--- src/rtl/vfx_pkg.sv ---
// rtl/vfx_pkg.sv - shared types and frame geometry for the VFX pixel pipeline
package vfx_pkg;

    typedef logic [11:0] pixel_t;

    localparam int IMG_WIDTH  = 320;
    localparam int IMG_HEIGHT = 240;

    typedef enum logic [1:0] {
        IDLE,
        PRIME,
        STREAM,
        BLANK
    } reader_state_t;

    // Counter width for n values, never narrower than one bit.
    function automatic int clog2_min1(input int n);
        return (n <= 2) ? 1 : $clog2(n);
    endfunction

endpackage

--- src/rtl/pixel_coord_counter.sv ---
// rtl/pixel_coord_counter.sv - raster col/row counter with last-column and last-pixel flags
module pixel_coord_counter
    import vfx_pkg::*;
#(
    parameter int WIDTH  = IMG_WIDTH,
    parameter int HEIGHT = IMG_HEIGHT,
    parameter int COL_W  = clog2_min1(WIDTH),
    parameter int ROW_W  = clog2_min1(HEIGHT)
) (
    input  logic             clk,       // block clock
    input  logic             rst_n,     // asynchronous active-low reset
    input  logic             clr,       // return to (0,0); wins over step
    input  logic             step,      // advance one pixel in raster order
    output logic [COL_W-1:0] col,       // current column
    output logic [ROW_W-1:0] row,       // current row
    output logic             last_col,  // col is WIDTH-1
    output logic             last_pix   // col/row is the final pixel of the frame
);

    assign last_col = (col == COL_W'(WIDTH - 1));
    assign last_pix = last_col && (row == ROW_W'(HEIGHT - 1));

    always_ff @(posedge clk or negedge rst_n) begin
        if (!rst_n) begin
            col <= '0;
            row <= '0;
        end else if (clr) begin
            col <= '0;
            row <= '0;
        end else if (step) begin
            if (last_col) begin
                col <= '0;
                row <= last_pix ? '0 : row + ROW_W'(1);
            end else begin
                col <= col + COL_W'(1);
            end
        end
    end

endmodule

--- src/rtl/frame_stream_reader.sv ---
// rtl/frame_stream_reader.sv - frame-buffer raster reader driving the pixel stream (option macro: FRAME_READER_TEST_PATTERN_EN)
module frame_stream_reader
    import vfx_pkg::*;
#(
    parameter int IMG_WIDTH    = vfx_pkg::IMG_WIDTH,
    parameter int IMG_HEIGHT   = vfx_pkg::IMG_HEIGHT,
    parameter int PIX_W        = 12,
    parameter int ADDR_W       = 17,
    parameter int BLANK_CYCLES = 16
) (
    input  logic              clk,          // block clock
    input  logic              rst_n,        // asynchronous active-low reset
    input  logic              start,        // begin one frame, honoured only in IDLE
`ifdef FRAME_READER_TEST_PATTERN_EN
    input  logic              test_pattern, // generate pattern instead of reading RAM
`endif
    input  logic              continuous,   // chain the next frame at the end of BLANK
    output logic              fb_rd_en,     // frame-buffer read enable
    output logic [ADDR_W-1:0] fb_rd_addr,   // row*IMG_WIDTH+col
    input  logic [PIX_W-1:0]  fb_rd_data,   // read data, one cycle after the address
    output logic              ready_out,    // pixel valid, high for one whole frame
    output logic [PIX_W-1:0]  data_out,     // pixel, zero while ready_out is low
    output logic              sof,          // pixel (0,0)
    output logic              eol,          // last pixel of a row
    output logic              eof,          // last pixel of the frame
    output logic              busy          // any state other than IDLE
);

    localparam int COL_W = clog2_min1(IMG_WIDTH);
    localparam int ROW_W = clog2_min1(IMG_HEIGHT);

    reader_state_t    state;
    logic             iss;        // read slot being issued this cycle
    logic             rd_vld;     // fb_rd_data carries a frame pixel this cycle
    logic [7:0]       blank_cnt;
    logic             blank_done;
    logic             enter_prime;
    logic [PIX_W-1:0] pixel_src;

    logic [COL_W-1:0] ag_col, oc_col;
    logic [ROW_W-1:0] ag_row, oc_row;
    logic             ag_last_col, ag_last_pix;
    logic             oc_last_col, oc_last_pix;
    logic             ag_step;

    assign blank_done  = (blank_cnt == 8'(BLANK_CYCLES - 1));
    assign enter_prime = ((state == IDLE) && start) ||
                         ((state == BLANK) && blank_done && continuous);
    // The address counter parks on the final pixel once it has been issued.
    assign ag_step     = (state == STREAM) && iss && !ag_last_pix;
    assign fb_rd_addr  = ADDR_W'(ag_row * IMG_WIDTH + ag_col);

    // Address side: tracks the pixel presented on fb_rd_addr.
    pixel_coord_counter #(
        .WIDTH  (IMG_WIDTH),
        .HEIGHT (IMG_HEIGHT),
        .COL_W  (COL_W),
        .ROW_W  (ROW_W)
    ) u_addr_cnt (
        .clk      (clk),
        .rst_n    (rst_n),
        .clr      (enter_prime),
        .step     (ag_step),
        .col      (ag_col),
        .row      (ag_row),
        .last_col (ag_last_col),
        .last_pix (ag_last_pix)
    );

    // Output side: tracks the pixel about to be loaded into the output register,
    // i.e. the address counter delayed by the RAM stage.
    pixel_coord_counter #(
        .WIDTH  (IMG_WIDTH),
        .HEIGHT (IMG_HEIGHT),
        .COL_W  (COL_W),
        .ROW_W  (ROW_W)
    ) u_out_cnt (
        .clk      (clk),
        .rst_n    (rst_n),
        .clr      (enter_prime),
        .step     (rd_vld),
        .col      (oc_col),
        .row      (oc_row),
        .last_col (oc_last_col),
        .last_pix (oc_last_pix)
    );

`ifdef FRAME_READER_TEST_PATTERN_EN
    logic        tp_mode;
    logic [3:0]  frame_count;
    logic [15:0] col_x;
    logic [15:0] row_x;
    pixel_t      pattern;

    assign col_x     = 16'(oc_col);
    assign row_x     = 16'(oc_row);
    assign pattern   = {col_x[8:5], row_x[7:4], frame_count};
    assign pixel_src = tp_mode ? PIX_W'(pattern) : fb_rd_data;
    assign fb_rd_en  = iss && !tp_mode;

    always_ff @(posedge clk or negedge rst_n) begin
        if (!rst_n) begin
            tp_mode     <= 1'b0;
            frame_count <= 4'd0;
        end else begin
            if (enter_prime) begin
                tp_mode <= test_pattern;
            end
            if (rd_vld && oc_last_pix) begin
                frame_count <= frame_count + 4'd1;
            end
        end
    end
`else
    assign pixel_src = fb_rd_data;
    assign fb_rd_en  = iss;
`endif

    always_ff @(posedge clk or negedge rst_n) begin
        if (!rst_n) begin
            state     <= IDLE;
            busy      <= 1'b0;
            iss       <= 1'b0;
            rd_vld    <= 1'b0;
            blank_cnt <= 8'd0;
            ready_out <= 1'b0;
            data_out  <= '0;
            sof       <= 1'b0;
            eol       <= 1'b0;
            eof       <= 1'b0;
        end else begin
            rd_vld    <= iss;
            ready_out <= rd_vld;
            data_out  <= rd_vld ? pixel_src : '0;
            sof       <= rd_vld && (oc_col == '0) && (oc_row == '0);
            eol       <= rd_vld && oc_last_col;
            eof       <= rd_vld && oc_last_pix;

            case (state)
                IDLE: begin
                    if (start) begin
                        state <= PRIME;
                        busy  <= 1'b1;
                    end
                end
                PRIME: begin
                    iss   <= 1'b1;
                    state <= STREAM;
                end
                STREAM: begin
                    if (iss && ag_last_pix) begin
                        iss <= 1'b0;
                    end
                    // Leave once the final pixel enters the output register.
                    if (rd_vld && oc_last_pix) begin
                        state     <= BLANK;
                        blank_cnt <= 8'd0;
                    end
                end
                BLANK: begin
                    if (blank_done) begin
                        if (continuous) begin
                            state <= PRIME;
                        end else begin
                            state <= IDLE;
                            busy  <= 1'b0;
                        end
                    end else begin
                        blank_cnt <= blank_cnt + 8'd1;
                    end
                end
                default: begin
                    state <= IDLE;
                    busy  <= 1'b0;
                end
            endcase
        end
    end

endmodule

--- config.mk ---
export PLATFORM = sky130hd
export DESIGN_NAME = frame_stream_reader
export DESIGN_NICKNAME = d
export VERILOG_FILES = /design/src/rtl/vfx_pkg.sv /design/src/rtl/pixel_coord_counter.sv /design/src/rtl/frame_stream_reader.sv
export SDC_FILE = /design/constraint.sdc
export NUM_CORES = 1
export LEC_CHECK = 0
export BUFFER_PORTS_ARGS = -buffer_cell sky130_fd_sc_hd__buf_4
export CORE_MARGIN = 2
export CORE_UTILIZATION = 52
export CTS_CLUSTER_DIAMETER = 60
export DETAILED_ROUTE_END_ITERATION = 8
export PLACE_DENSITY_LB_ADDON = 0.08
export SETUP_SLACK_MARGIN = 0.05
export SLEW_MARGIN = 20
export SYNTH_ARGS = -nofsm -noshare
export SYNTH_HDL_FRONTEND = slang
export SYNTH_HIERARCHICAL = 1
export SYNTH_SLANG_ARGS = --single-unit
--- constraint.sdc ---
create_clock -name clk -period 2.95 [get_ports clk]
set_clock_uncertainty 0.2 [all_clocks]
set_input_delay 0.295 -clock clk [delete_from_list [all_inputs] [get_ports clk]]
set_output_delay 0.295 -clock clk [all_outputs]
set_load 0.005 [all_outputs]
==> impl_metrics.prom, run 1 <==
# TYPE chip_impl_metric gauge
chip_impl_info{name="violations",value="setup timing"} 1
chip_impl_metric{name="required",unit="ns"} 2.46
chip_impl_metric{name="final_critical_period",unit="ns"} 3.22
chip_impl_info{name="worst_hold_path_type",value="in -> reg"} 1
chip_impl_metric{name="route.detailed.drc",unit=""} 0
chip_impl_info{name="crit_path_top_delay_cell",value="sky130_fd_sc_hd__fa_2"} 1
chip_impl_info{name="result_of_the_run",value="finished, violations left"} 1
chip_impl_metric{name="finalWeightedCongestion",unit=""} 0.801
chip_impl_metric{name="slowest_delay",unit="ns"} 0.41
chip_impl_info{name="min_to",value="busy"} 1
chip_impl_metric{name="detail_route.wl_per_cell",unit="um"} 14.7
chip_impl_metric{name="synth.net_count",unit=""} 436
chip_impl_metric{name="final-max-slew-violation-count",unit=""} 0
chip_impl_metric{name="vias_in_the_first_global_route",unit=""} 3128
chip_impl_metric{name="post_synth.cell_area_avg",unit="sq um"} 9.70
chip_impl_metric{name="worst-r2r-cell-count",unit=""} 10
chip_impl_metric{name="grt.overflow.total",unit=""} 0
chip_impl_info{name="cts-root-buf",value="sky130_fd_sc_hd__clkbuf_8"} 1
chip_impl_metric{name="drt_pass_1_iters",unit=""} 4
chip_impl_info{name="holdCritStartpoint",value="start"} 1
chip_impl_metric{name="critPathArrivalTime",unit="ns"} 2.72
chip_impl_metric{name="start_util",unit="%"} 53.3
chip_impl_metric{name="finalCoreUtilization",unit="%"} 70.2
chip_impl_metric{name="cp.buffers_inverters",unit=""} 1
chip_impl_metric{name="slew_headroom",unit="%"} 46.6
chip_impl_metric{name="dr_total_vias",unit=""} 3366
chip_impl_info{name="regToRegEndpoint",value="u_addr_cnt/row[4]"} 1
chip_impl_metric{name="setup_viol_count_final",unit=""} 6
chip_impl_metric{name="floorplan.die_area",unit="sq um"} 8050
chip_impl_metric{name="hold_viol",unit=""} 0
chip_impl_metric{name="cts_max_path_buffers",unit=""} 2
chip_impl_metric{name="antenna_found_initial",unit=""} 0
chip_impl_metric{name="rows",unit=""} 31
chip_impl_info{name="layout.cells.most_common",value="sky130_fd_sc_hd__buf_4"} 1
chip_impl_info{name="cts_tree",value="done"} 1
chip_impl_metric{name="grt_first_pass_wirelength",unit="mm"} 14.2
chip_impl_info{name="grt_setup_unrepaired",value="yes"} 1
chip_impl_metric{name="syn-instance-count",unit=""} 394
chip_impl_info{name="cp_top_family",value="adder cells"} 1
chip_impl_metric{name="syn_to_final_growth",unit="%"} 31.8
chip_impl_metric{name="drive_above_1_share",unit="%"} 26.1
chip_impl_metric{name="diodes",unit=""} 0
chip_impl_metric{name="core_area",unit="sq um"} 7180
chip_impl_metric{name="grt_start_max_net_pins",unit=""} 64
chip_impl_metric{name="global_route.usage.total",unit="%"} 21.5
chip_impl_metric{name="ir_worst_vdd",unit="V"} 0.000414
chip_impl_info{name="regToRegStartpoint",value="u_addr_cnt/row[0]"} 1
chip_impl_metric{name="floorplan.die.width",unit="um"} 89.7
chip_impl_metric{name="numCtsBuffers",unit=""} 9
chip_impl_metric{name="hold_depth",unit=""} 3
chip_impl_metric{name="routed_via_density",unit=""} 5.64
chip_impl_metric{name="hpwlAfterDp",unit="mm"} 5.68
chip_impl_metric{name="clkLatencyLatePin",unit="ns"} 0.34
chip_impl_metric{name="ctsHtreeMaxLevel",unit=""} 3
chip_impl_metric{name="path_clk_slew",unit="ns"} 0.07
chip_impl_info{name="worst_path_class_setup",value="reg -> out"} 1
chip_impl_metric{name="maxCapViolCount",unit=""} 0
chip_impl_metric{name="dieHeight",unit="um"} 89.7
chip_impl_metric{name="max_freq",unit="MHz"} 311
chip_impl_metric{name="fin_hold_ws",unit="ns"} 0.0732
chip_impl_metric{name="io_buffer_count",unit=""} 50
chip_impl_info{name="layout_common_cells",value="sky130_fd_sc_hd__buf_4 (82), sky130_fd_sc_hd__dfrtp_1 (63), sky130_fd_sc_hd__nand2_1 (34)"} 1
chip_impl_metric{name="cts.sink_count",unit=""} 63
chip_impl_metric{name="drt_iter0_drc",unit=""} 178
chip_impl_metric{name="setup.reg_to_reg.worst_slack",unit="ns"} 0.17
chip_impl_metric{name="worst_margin_slew",unit="ns"} 0.801
chip_impl_info{name="critPathCaptureType",value="output pin"} 1
chip_impl_metric{name="ys.warnings.count",unit=""} 6
chip_impl_info{name="timing.critical_path.cells",value="ha_1 -> ha_2 -> fa_2 -> xor2_4 -> o2111ai_4 -> nor4_4 -> nand4b_1 -> nand4_1 -> buf_4"} 1
chip_impl_metric{name="ios",unit=""} 51
chip_impl_metric{name="wirelength",unit="mm"} 8.76
chip_impl_metric{name="remaining_antenna_violation_count_after_routing",unit=""} 0
chip_impl_metric{name="p_leak",unit="nW"} 2.26
chip_impl_info{name="critical_path.startpoint_type",value="register"} 1
chip_impl_metric{name="pwr_density_cell",unit="nW/um^2"} 785
chip_impl_metric{name="final.setup.worst_slack",unit="ns"} -0.268
chip_impl_metric{name="min_period_over_period",unit="%"} 109
chip_impl_metric{name="syn_area",unit="sq um"} 3820
chip_impl_metric{name="layout.filler_cells",unit=""} 562
chip_impl_metric{name="crit_path_max_fanout",unit=""} 4
chip_impl_metric{name="count_of_nets_after_finishing",unit=""} 535
==> sequential cells by signal (all words and copies together) (netlist names) <==
name and flops:
busy 1, u_out_cnt/row 8, u_out_cnt/col 9, blank_cnt 8, rd_vld 1, u_addr_cnt/col 9, state 2, sof 1
fb_rd_en 1, eof 1, data_out 12, ready_out 1, eol 1, u_addr_cnt/row 8
==> worst reg2reg max path, cell delays in order, from the launching register on <==
cell                       delay [ns]
sky130_fd_sc_hd__dfrtp_1         0.38
sky130_fd_sc_hd__buf_4           0.16
sky130_fd_sc_hd__ha_1            0.23
sky130_fd_sc_hd__and4_1          0.23
sky130_fd_sc_hd__nand4b_1        0.13
sky130_fd_sc_hd__nor2_1          0.08
sky130_fd_sc_hd__nor3b_2         0.20
sky130_fd_sc_hd__and3_4          0.24
sky130_fd_sc_hd__nand3_4         0.15
sky130_fd_sc_hd__or4b_1          0.54
sky130_fd_sc_hd__a21oi_1         0.17
==> how the worst max path moves through the flow <==
stage / from / end / slack, ns / cells past startpoint
floorplan: u_addr_cnt/row[1] / fb_rd_addr[16] / 0.08 / 8
global placement: u_addr_cnt/row[1] / fb_rd_addr[16] / -0.03 / 9
detailed placement: u_addr_cnt/row[1] / fb_rd_addr[16] / -0.06 / 9
CTS: u_addr_cnt/row[1] / fb_rd_addr[16] / -0.26 / 9
global route: u_addr_cnt/row[1] / fb_rd_addr[16] / -0.40 / 9
finish: u_addr_cnt/row[1] / fb_rd_addr[16] / -0.27 / 9
==> layout make-up <==
type | instances | area (sq um) | share of cell area [%]
Clock inverter | 6 | 108 | 2.14
Tap cell | 99 | 124 | 2.46
Sequential cell | 63 | 1580 | 31.3
Clock buffer | 10 | 138 | 2.73
Inverter | 14 | 52.6 | 1.04
Multi-Input combinational cell | 308 | 2270 | 45.1
Timing Repair Buffer | 97 | 767 | 15.2
==> repair_timing <==
item	4_1_cts	5_1_grt
hold buffers	14	0
setup buffers	4	4
pin swaps	6	6
cloned	0	0
endpoints found under the hold margin	76	0
gates resized for setup	18	7
setup endpoints to repair	5	8
==> layer usage <==
metal	vias up	part of all wire [%]	track usage (%)
met3	13	5.2	5.45
met5	-	0	0
met2	80	48	35.9
met1	1634	46	27.1
met4	0	1.3	7.95
li1	1639	-	-
==> power by group <==
| group | total (mW) | internal [mW] | switching (mW) |
|---|---|---|---|
| sequential | 1.20 | 1.02 | 0.182 |
| combinational | 1.84 | 0.926 | 0.911 |
| clock | 0.918 | 0.581 | 0.337 |
==> per-stage QoR <==
stage | power (mW) | setup TNS [ns] | std cells | setup slack (ns) | area, sq um
after CTS | 3.88 | -0.888 | 593 | -0.262 | 4970
final | 3.96 | -1.09 | 597 | -0.268 | 5040
after global placement | 2.76 | -0.0329 | 559 | -0.0329 | 4470
after floorplan | 2.23 | 0 | 394 | 0.0847 | 3830
after detailed placement | 2.81 | -0.120 | 559 | -0.0576 | 4470
after global routing | 4.21 | -1.77 | 597 | -0.398 | 5040
Note: power is estimated with default switching activity, not from simulation.
==> inputs of run 2 (changes only) <==
--- a/config.mk
+++ b/config.mk
@@ -9,6 +9,7 @@
 export CORE_MARGIN = 2
 export CORE_UTILIZATION = 52
 export CTS_CLUSTER_DIAMETER = 60
+export CTS_CLUSTER_SIZE = 20
 export DETAILED_ROUTE_END_ITERATION = 8
 export PLACE_DENSITY_LB_ADDON = 0.08
 export SETUP_SLACK_MARGIN = 0.05
@@ -17,3 +18,4 @@
 export SYNTH_HDL_FRONTEND = slang
 export SYNTH_HIERARCHICAL = 1
 export SYNTH_SLANG_ARGS = --single-unit
+export TNS_END_PERCENT = 30
==> run 2 against run 1 <==
Against the previous run:
- the flow still finishes with violations (setup timing)
- count of clock-buffer cells in the layout stayed put
- first-iteration DRC count is 24% lower
- register-to-register slack better by 0.07 ns
- utilization is 1.3 points lower
==> impl_metrics.prom, run 2 (same netlist as run 1, synthesis figures left out) <==
# TYPE chip_impl_metric gauge
chip_impl_info{name="result_of_the_run",value="finished, violations left"} 1
chip_impl_info{name="violations",value="setup timing"} 1
chip_impl_metric{name="cts_max_path_buffers",unit=""} 2
chip_impl_metric{name="final_critical_period",unit="ns"} 3.20
chip_impl_metric{name="drt_pass_1_iters",unit=""} 4
chip_impl_metric{name="required",unit="ns"} 2.46
chip_impl_info{name="worst_path_class_setup",value="reg -> out"} 1
chip_impl_metric{name="setup.reg_to_reg.worst_slack",unit="ns"} 0.24
chip_impl_metric{name="p_leak",unit="nW"} 2.21
chip_impl_metric{name="crit_path_max_fanout",unit=""} 4
chip_impl_metric{name="fin_hold_ws",unit="ns"} 0.0795
chip_impl_metric{name="numCtsBuffers",unit=""} 9
chip_impl_metric{name="antenna_found_initial",unit=""} 0
chip_impl_metric{name="hold_depth",unit=""} 3
chip_impl_metric{name="dieHeight",unit="um"} 89.7
chip_impl_metric{name="path_clk_slew",unit="ns"} 0.07
chip_impl_metric{name="floorplan.die.width",unit="um"} 89.7
chip_impl_metric{name="max_freq",unit="MHz"} 313
chip_impl_info{name="regToRegEndpoint",value="u_addr_cnt/row[7]"} 1
chip_impl_metric{name="dr_total_vias",unit=""} 3337
chip_impl_metric{name="floorplan.die_area",unit="sq um"} 8050
chip_impl_metric{name="diodes",unit=""} 0
chip_impl_info{name="regToRegStartpoint",value="u_addr_cnt/row[1]"} 1
chip_impl_metric{name="pwr_density_cell",unit="nW/um^2"} 737
chip_impl_metric{name="grt_start_max_net_pins",unit=""} 64
chip_impl_metric{name="route.detailed.drc",unit=""} 0
chip_impl_metric{name="hold_viol",unit=""} 0
chip_impl_metric{name="postPlaceCellArea",unit="sq um"} 4490
chip_impl_metric{name="clkLatencyLatePin",unit="ns"} 0.33
chip_impl_metric{name="global_route.usage.total",unit="%"} 22.2
chip_impl_info{name="registers.top_by_ff_count",value="data_out"} 1
chip_impl_metric{name="hpwlAfterDp",unit="mm"} 5.71
chip_impl_metric{name="start_util",unit="%"} 53.3
chip_impl_metric{name="cts.sink_count",unit=""} 63
chip_impl_metric{name="worst-r2r-cell-count",unit=""} 11
chip_impl_metric{name="count_of_nets_after_finishing",unit=""} 535
chip_impl_metric{name="layout.filler_cells",unit=""} 564
chip_impl_metric{name="min_period_over_period",unit="%"} 108
chip_impl_metric{name="detail_route.wl_per_cell",unit="um"} 14.5
chip_impl_info{name="layout.cells.most_common",value="sky130_fd_sc_hd__buf_4"} 1
chip_impl_info{name="worst_hold_path_type",value="in -> reg"} 1
chip_impl_info{name="min_to",value="busy"} 1
chip_impl_metric{name="core_area",unit="sq um"} 7180
chip_impl_metric{name="largest_register_ffs",unit=""} 12
chip_impl_metric{name="final.setup.worst_slack",unit="ns"} -0.250
chip_impl_metric{name="slew_headroom",unit="%"} 46.3
chip_impl_info{name="layout_common_cells",value="sky130_fd_sc_hd__buf_4 (81), sky130_fd_sc_hd__dfrtp_1 (63), sky130_fd_sc_hd__nand2_1 (35)"} 1
chip_impl_metric{name="worst_margin_slew",unit="ns"} 0.806
chip_impl_metric{name="ctsHtreeMaxLevel",unit=""} 3
chip_impl_metric{name="rows",unit=""} 31
chip_impl_metric{name="final-max-slew-violation-count",unit=""} 0
chip_impl_metric{name="drt_iter0_drc",unit=""} 136
chip_impl_info{name="cts_tree",value="done"} 1
chip_impl_info{name="critPathCaptureType",value="output pin"} 1
chip_impl_metric{name="vias_in_the_first_global_route",unit=""} 3264
chip_impl_info{name="cts-root-buf",value="sky130_fd_sc_hd__clkbuf_8"} 1
chip_impl_info{name="critical_path.startpoint_type",value="register"} 1
chip_impl_metric{name="drive_above_1_share",unit="%"} 26.0
chip_impl_metric{name="place_worst_setup_slack",unit="ns"} -0.0457
chip_impl_metric{name="remaining_antenna_violation_count_after_routing",unit=""} 0
chip_impl_info{name="holdCritStartpoint",value="start"} 1
chip_impl_metric{name="wirelength",unit="mm"} 8.64
chip_impl_metric{name="syn_to_final_growth",unit="%"} 29.4
chip_impl_metric{name="maxCapViolCount",unit=""} 0
chip_impl_metric{name="critPathArrivalTime",unit="ns"} 2.70
chip_impl_metric{name="ios",unit=""} 51
chip_impl_metric{name="setup_viol_count_final",unit=""} 5
chip_impl_metric{name="finish.instance_area",unit="sq um"} 4950
chip_impl_metric{name="finalWeightedCongestion",unit=""} 0.817
chip_impl_metric{name="ir_worst_vdd",unit="V"} 0.000414
chip_impl_metric{name="io_buffer_count",unit=""} 50
chip_impl_metric{name="finalSetupTns",unit="ns"} -0.840
chip_impl_metric{name="routed_via_density",unit=""} 5.61
chip_impl_metric{name="grt_first_pass_wirelength",unit="mm"} 14.8
chip_impl_metric{name="total_power",unit="mW"} 3.65
chip_impl_info{name="reg_top3",value="data_out x12, u_addr_cnt/col x9, u_out_cnt/col x9"} 1
chip_impl_metric{name="grt.overflow.total",unit=""} 0
chip_impl_info{name="grt_setup_unrepaired",value="yes"} 1
run 2: cell count changes in the layout (fill, tap and decap cells not counted), sizes merged:
cell | previous run | this run
bufinv | 3 | 0
clkinvlp | 1 | 2
run 2: power breakdown:
| part | leakage (nW) | internal (mW) | switching (mW) |
|---|---|---|---|
| Combinational | 1.36 | 0.941 | 0.896 |
| Clock | 0.0740 | 0.292 | 0.319 |
| Sequential | 0.773 | 1.02 | 0.179 |
run 2: how the worst max path moves through the flow:
stage / start / to / slack [ns] / cells after the start
after global routing: u_addr_cnt/row[1] / fb_rd_addr[16] / -0.38 / 9
final: u_addr_cnt/row[1] / fb_rd_addr[16] / -0.25 / 9
after detailed placement: u_addr_cnt/row[1] / fb_rd_addr[16] / -0.05 / 9
after CTS: u_addr_cnt/row[1] / fb_rd_addr[16] / -0.26 / 9
after global placement: u_addr_cnt/row[1] / fb_rd_addr[16] / -0.02 / 9
after floorplan: u_addr_cnt/row[0] / u_addr_cnt/row[4] / 0.05 / 9
run 2: area by class of cell:
class	instances	area, sq um	area share [%]
repair buffers	97	771	15.6
clock inverters	4	25.0	0.506
clock buffers	10	128	2.58
well taps	99	124	2.50
multi-input cells	308	2270	45.9
inverters	14	52.6	1.06
flip-flops and latches	63	1580	31.9
run 2: metal layers:
metal	track usage (%)	share of wire (%)	vias up
met5	0	0	-
met1	28.7	45	1611
met3	5.62	4.5	11
met2	37.2	49	70
li1	-	-	1645
met4	6.54	0.98	0
run 2: what timing repair did:
item                       4_1_cts  5_1_grt
setup endpoints to repair        5       10
hold endpoints to repair        76        0
resized for setup               10       16
pin swaps                        6       13
buffers inserted                 3        2
hold buffers                    14        0
run 2: per-stage QoR:
stage	utilization, %	cells
after floorplan	-	394
after global placement	62.6	562
after detailed placement	62.6	562
after CTS	67.7	593
after global routing	68.9	595
final	68.9	595
run 2: critical path, cell delays in order (launching register included):
cell and delay (ns):
sky130_fd_sc_hd__dfrtp_1 0.41, sky130_fd_sc_hd__ha_4 0.26, sky130_fd_sc_hd__ha_4 0.16, sky130_fd_sc_hd__fa_2 0.41, sky130_fd_sc_hd__xor2_2 0.18, sky130_fd_sc_hd__o2111ai_2 0.20, sky130_fd_sc_hd__nor4_4 0.42, sky130_fd_sc_hd__nand4b_1 0.13
sky130_fd_sc_hd__nand4_1 0.10, sky130_fd_sc_hd__buf_4 0.11
